File: src/rtl/clkgen_ctrl.sv
// Purpose: run-time divided-clock generator with glitch-free start/stop and divide-ratio reloads.
// Latency: clk_o first rises div_q+1 cycles after RUN entry; reload applies on the next 1->0 toggle (next edge in IDLE).
// Backpressure: single-entry load port; further load_i requests are ignored until load_ack_o retires the pending one.
module clkgen_ctrl #(
   parameter int               WIDTH     = 16,
   parameter logic [WIDTH-1:0] RESET_DIV = '0
) (
   input  logic             clk_i,
   input  logic             rst_ni,
   input  logic             en_i,
   input  logic             load_i,
   input  logic [WIDTH-1:0] div_i,
   output logic             load_ack_o,
   output logic             clk_o,
   output logic             tick_o,
   output logic             running_o,
   output logic [WIDTH-1:0] div_o
);

   typedef enum logic [1:0] {
      IDLE     = 2'd0,
      RUN      = 2'd1,
      STOPPING = 2'd2
   } state_t;

   state_t           state_q;
   logic [WIDTH-1:0] cnt_q;
   logic [WIDTH-1:0] div_q;
   logic             pend_q;
   logic [WIDTH-1:0] pend_div_q;
   logic             clk_q;
   logic             tick_q;
   logic             ack_q;

   logic             count_en;
   logic             at_end;
   logic             toggle;
   logic             rise;
   logic             fall;
   logic             apply;

   // Phase bookkeeping: when the counter advances, when clk_o toggles, and when a pending load lands.
   always_comb begin
      count_en = 1'b0;
      at_end   = (cnt_q == div_q);
      toggle   = 1'b0;
      rise     = 1'b0;
      fall     = 1'b0;
      apply    = 1'b0;
      // A RUN request to stop while low goes straight to IDLE without counting.
      if (state_q == STOPPING) begin
         count_en = 1'b1;
      end else if (state_q == RUN) begin
         count_en = en_i | clk_q;
      end
      toggle = count_en & at_end;
      rise   = toggle & ~clk_q;
      fall   = toggle & clk_q;
      // New ratios only take effect at a half-period boundary, or immediately when idle.
      apply  = pend_q & ((state_q == IDLE) | fall);
   end

   // Control FSM plus counter, output clock, strobes and the load port.
   always_ff @(posedge clk_i or negedge rst_ni) begin
      if (!rst_ni) begin
         state_q    <= IDLE;
         cnt_q      <= '0;
         div_q      <= RESET_DIV;
         pend_q     <= 1'b0;
         pend_div_q <= '0;
         clk_q      <= 1'b0;
         tick_q     <= 1'b0;
         ack_q      <= 1'b0;
      end else begin
         tick_q <= rise;
         ack_q  <= apply;

         // Capture is refused while an entry is pending, even on the apply edge.
         if (apply) begin
            div_q  <= pend_div_q;
            pend_q <= 1'b0;
         end else if (load_i && !pend_q) begin
            pend_q     <= 1'b1;
            pend_div_q <= div_i;
         end

         case (state_q)
            IDLE: begin
               clk_q <= 1'b0;
               cnt_q <= '0;
               if (en_i) begin
                  state_q <= RUN;
               end
            end
            RUN, STOPPING: begin
               if (count_en) begin
                  if (at_end) begin
                     clk_q <= ~clk_q;
                     cnt_q <= '0;
                  end else begin
                     cnt_q <= cnt_q + WIDTH'(1);
                  end
               end else begin
                  clk_q <= 1'b0;
                  cnt_q <= '0;
               end

               if (en_i) begin
                  state_q <= RUN;
               end else if (state_q == RUN) begin
                  // Low phase stops at once; high phase is allowed to finish.
                  state_q <= (!clk_q || fall) ? IDLE : STOPPING;
               end else if (fall) begin
                  state_q <= IDLE;
               end
            end
            default: begin
               state_q <= IDLE;
               clk_q   <= 1'b0;
               cnt_q   <= '0;
            end
         endcase
      end
   end

   assign clk_o      = clk_q;
   assign tick_o     = tick_q;
   assign load_ack_o = ack_q;
   assign running_o  = (state_q != IDLE);
   assign div_o      = div_q;

endmodule

File: config.mk
export PLATFORM = sky130hd
export DESIGN_NAME = clkgen_ctrl
export DESIGN_NICKNAME = d
export VERILOG_FILES = /design/src/rtl/clkgen_ctrl.sv
export SDC_FILE = /design/constraint.sdc
export NUM_CORES = 1
export LEC_CHECK = 0
export ABC_AREA = 1
export CAP_MARGIN = 20
export CORE_AREA = 3 3 71 89
export CTS_CLUSTER_DIAMETER = 150
export DETAILED_ROUTE_END_ITERATION = 16
export DIE_AREA = 0 0 74 92
export PLACE_DENSITY = 0.81
export SLEW_MARGIN = 40
export SYNTH_ARGS = -nofsm -noshare
export SYNTH_HDL_FRONTEND = slang
export SYNTH_SLANG_ARGS = --single-unit
File: constraint.sdc
create_clock -name clk_i -period 2 [get_ports clk_i]
set_clock_uncertainty 0.2 [all_clocks]
set_input_delay 0.3 -clock clk_i [delete_from_list [all_inputs] [get_ports clk_i]]
set_output_delay 0.3 -clock clk_i [all_outputs]
set_load 0.03 [all_outputs]
# Word level (Yosys, flattened, before mapping)
# Cells that the tools add are included.
# classes
mux,16
n_bitwise,8
eq_ne,6
add_sub_neg,1
reduce_logical,10
# ops
cell,n
$mux W16,3
$add A16 B1 Y16 const B,1
$eq A16 B16 Y1,1
$mux W2,5
$mux W1,7
$and A1 B1 Y1,4
$ne A4 B4 Y1 const B,1
$pmux W2 S2,1
$reduce_and A2 Y1,2
$reduce_bool A2 Y1,2
$ne A3 B3 Y1 const B,1
$eq A2 B1 Y1 const B,1
$eq A2 B2 Y1 const B,1
$logic_not A1 Y1,2
$logic_not A2 Y1,1
$ne A2 B2 Y1 const B,1
$not A1 Y1,2
$or A1 B1 Y1,2
$reduce_or A2 Y1,1
$logic_and A1 B1 Y1,1
$logic_or A1 B1 Y1,1
# totals
word_cells,49
output_inout_bits,20
inputBits,20
regBits,54

# Depth between registers and ports, before layout
# Gate-level depths: netlist of run 1.
# logic_depth
word_depth,10
depth_mapped,12
depth_no_buf,11

# Least setup slack after synthesis of run 1
# Ideal clock, no wire load.
# synth_timing
path_kind,register to register
startpoint,reg div_q[10] (netlist: div_o[10])
endpoint,reg div_q[11] (netlist: div_o[11])
path_stages_with_launch,13
setup_ns,0.118
n_path_buf,1
synth_period_minus_slack_ns,1.886
required_ns,1.682
arrival_ns,1.568
path_slack_ns,0.114
path_cell_list,dfrtp_1 inv_1 nand2_1 nand2_1 nor2_1 nand2_1 nor2_4 nand4_4 nand2_8 nand2_8 buf_6 nand2_1 nand2_1
# synth_between
elab_chain_cells,5
# synth_lines
element,line,rtl
"start, declared",28,logic [WIDTH-1:0] div_q;
"start signal, assigned",80,div_q <= pend_div_q;
$eq A16 B16 Y1,45,at_end = (cnt_q == div_q);
$and A1 B1 Y1,56,toggle = count_en & at_end;
$and A1 B1 Y1,58,fall = toggle & clk_q;
$or A1 B1 Y1,60,apply = pend_q & ((state_q == IDLE) | fall);
$and A1 B1 Y1,60,
# Every way passes these cells.
# A chain may end at the register's enable or synchronous reset.

# Final worst setup path of run 1
# layout_timing
startpoint,reg cnt_q[1]
endpoint,reg pend_q
# layout_between
elab_chain_cells,6
word_cells_on_any_way,7
cone_classes,eq/ne (1); mux (1); bitwise (4); reduce/logical (1)
# layout_lines
element,line,rtl
"start, declared",27,logic [WIDTH-1:0] cnt_q;
"start signal, assigned",101,cnt_q <= cnt_q + WIDTH'(1);
$eq A16 B16 Y1 (*),45,
$and A1 B1 Y1 (*),56,
$and A1 B1 Y1 (*),58,
$or A1 B1 Y1 (*),60,
$and A1 B1 Y1 (*),60,
$mux W1 / $reduce_bool A2 Y1 (equally long branches),--,
"end signal, assigned",69,pend_q <= 1'b0;
"end signal, assigned",81,pend_q <= 1'b0;
"end signal, assigned",83,pend_q <= 1'b1;
"end, declared",29,logic pend_q;
# Every way passes the cells marked *; elsewhere a longest branch is shown, timed or not.

==> metrics, run 1 <==
outcome=finished clean; FILL cells=411; Via-to-Cell Ratio=5.21; fraction of final layout cells sized beyond drive strength 1=23.1%; total area of multi-input combinational cells=0.00130 mm^2; maximum net fanout on the critical path=7; aggregate global-route resource usage=16.7%; first-pass GRT wire length=8940 um; Crit. End Element=flop; clock slew seen by the registers of the worst setup and hold paths=90 ps; Crit Path Class=reg -> reg; remaining antenna violation count=0; number of CTS-inserted buffers=5; H-tree lvl count=2; netlist area before placement=0.00270 mm^2; worst reg2reg path endpoint=pend_q; Bufs and invs on worst path=3; clk root buf=clkbuf_8; reg-to-reg startpoint=cnt_q[1]; total wire length after detailed routing=5700 um; total area of sequential cells=0.00135 mm^2; antenna violations before repair=0; die area=0.00681 mm^2; drt first-iter violations=119; pwr/cell area=1340 mW/mm^2; number of failing hold endpoints at the final stage=0; largest delay contributor family on the critical path=simple AND/OR/NAND/NOR gates; max-cap violation count=0; die width=74 um; required time of the critical path=1980 ps; Critical Path AT=1970 ps; Synth cell types=27; Final period util=99.3%; number of nets in the layout=385; Worst-Skew Late Latency=300 ps; Synth Instances=303; most used cell along the critical path=nor2_1; Post-DP HPWL=3850 um; Syn Area/Cell=8.91 um^2; worst supply voltage drop on vdd=741 uV; Slew Viols, Final=0; TritonCTS clock tree=built; post-synth net total=329; Initial Util=48.9%; headroom to the max-slew limit=78.2%; slack of the worst reg-to-reg path=10 ps; total power consumption of the routed design=4.72 mW; Core Box Area=0.00552 mm^2; leak pwr=1.65 nW; Slowest-stage cell, CP=dfrtp_1; pin count of the biggest net entering global routing=55; count of synthesis-stage warnings from yosys=0; gp weighted congestion=0.827; cell chain of the critical path=buf_6 > nand2_2 > inv_2 > nor2_1 > nor2_1 > nand2_1 > nor2_4 > nand4_4 > nand2_8 > clkbuf_16 > o21ai_0; Max Freq=504 MHz; number of top-level pins=40; critical path's largest stage delay=420 ps; final setup violation count=0; average routed wire per standard cell=13.4 um; post-layout min period=1990 ps; Die Span Y=92 um; post-place setup slack=-11.5 ps; count of inserted antenna diode cells=0; count of unresolved DRC violations after routing=0; cell row count=30; type of the tightest min-delay check=in -> async; R2R depth=11; first-pass detailed-route iteration total=4; RSZ-0062 raised after global routing=true; number of global-route vias before repair=2027; total gr overflow=0; proportion of synthesized chip area in sequential cells=50.1%; number of sinks handled by clock tree synthesis=54; count of buffers from port buffering=39; via count=2211; transition time at the pin with the least slew margin=327 ps; total of flip-flops plus latches after synthesis=54; fin worst setup slack=14.6 ps; Worst setup SP type=flop; Bufs on Longest Clock Path=2; area growth from synthesis to layout=30.8%
==> worst min-delay path, stage by stage <==
cell           delay, ps
dlygate4sd3_1        520
buf_2                120
buf_12               260
==> state kept, by name, indices dropped and copies added (netlist names) <==
name,count
pend_q,1
load_ack_o,1
tick_o,1
div_o,16
pend_div_q,16
state_q,2
cnt_q,16
clk_o,1
==> kinds of logic (layout without fill, tap and decap cells) <==
logic type      after synthesis  count (layout)  share of synthesized area (%)
simple gates                157             158                           28.0
flops                        54              54                           50.1
buf+inv                      42              98                           6.58
compound gates               24              24                           4.54
mux                          16              16                           6.68
fa+ha+maj                     6               6                           2.78
xor+xnor                      4               4                           1.30
==> per-layer routing <==
metal	vias up	global-route usage [%]	share of wire, %	wire length (um)
met5	-	0	0	0
met4	0	6.80	2.7	153
met3	15	3.40	3.7	212
met2	46	27.5	53	3010
met1	1080	21.0	41	2320
li1	1070	-	-	-
==> what timing repair did <==
action,4_1_cts,5_1_grt
hold endpoints to repair,54,0
hold buffers,1,0
gates resized for setup,0,40
setup endpoints to repair,0,25
setup buffers,0,3
==> worst max-delay path by stage <==
stage / from / slack [ps] / end / cells past startpoint
after CTS: div_o[14] / 50 / div_o[14] / 1
after floorplan: div_o[10] / 110 / div_o[11] / 12
final: cnt_q[1] / 10 / pend_q / 11
after global placement: en_i / 90 / div_o[9] / 9
after detailed placement: en_i / -10 / cnt_q[11] / 8
after global routing: cnt_q[1] / -110 / div_o[12] / 12
==> metrics by stage <==
step	util, %	setup TNS (ps)	hold WS (ps)	cells	cell area (um^2)
2_1_floorplan	-	0	-196	303	2700
3_3_place_gp	58.1	0	113	409	3210
3_5_place_dp	58.1	-12.8	115	409	3210
4_1_cts	60.3	0	308	418	3330
5_1_grt	64.0	-1670	323	424	3530
6_report	64.0	0	299	424	3530
==> layout by cell type, fill, tap and decap left out, types with 4 or more instances in the layout <==
| cell type | Yosys | final |
|---|---|---|
| a21oi_1 | 14 | 13 |
| buf_4 | 1 | 8 |
| clkbuf_8 | 0 | 5 |
| clkdlybuf4s50_1 | 0 | 35 |
| dfrtp_1 | 54 | 53 |
| ha_1 | 6 | 5 |
| inv_1 | 34 | 31 |
| inv_2 | 3 | 5 |
| mux2_2 | 16 | 16 |
| nand2_1 | 87 | 79 |
| nand2_2 | 5 | 13 |
| nand3_1 | 25 | 20 |
| nand3_2 | 3 | 5 |
| nor2_1 | 20 | 18 |
| nor2_4 | 4 | 7 |
| nor3_1 | 5 | 5 |
| o21ai_1 | 2 | 4 |
| xor2_1 | 4 | 4 |
==> Yosys cell counts, drive strengths merged <==
cell type | instances | share of area, %
ha | 6 | 2.8
mux2 | 16 | 6.7
nor4 | 1 | 0.46
or2 | 1 | 0.23
nor3 | 5 | 0.93
nor2 | 26 | 4.9
nand4 | 2 | 1.0
buf | 5 | 1.4
dfrtp | 54 | 50
nand2 | 94 | 15
xor2 | 4 | 1.3
a21o | 1 | 0.28
nand3 | 28 | 5.7
a21oi | 14 | 2.6
inv | 37 | 5.1
o21ai | 9 | 1.7
==> cell type report <==
class | count | area share, %
clock inverters | 2 | 1.06
inverters | 37 | 4.04
repair buffers | 52 | 15.2
flip-flops and latches | 54 | 38.3
multi-input cells | 208 | 36.8
well taps | 64 | 2.27
repair inverters | 1 | 0.213
clock buffers | 6 | 2.06
==> report_power, final <==
group | leakage [nW] | switching [mW] | total [mW] | internal (mW)
sequential | 0.686 | 0.314 | 1.77 | 1.45
combinational | 0.915 | 1.26 | 2.23 | 0.976
clock | 0.0514 | 0.348 | 0.721 | 0.374
total | 1.65 | 1.92 | 4.72 | 2.80
(Power assumes the default switching activity.)
==> inputs of run 2 (changes only) <==
SLEW_MARGIN = 25   (was 40)
==> results of run 2 <==
No change in the layout: final DEF, timing and power equal those of run 1.
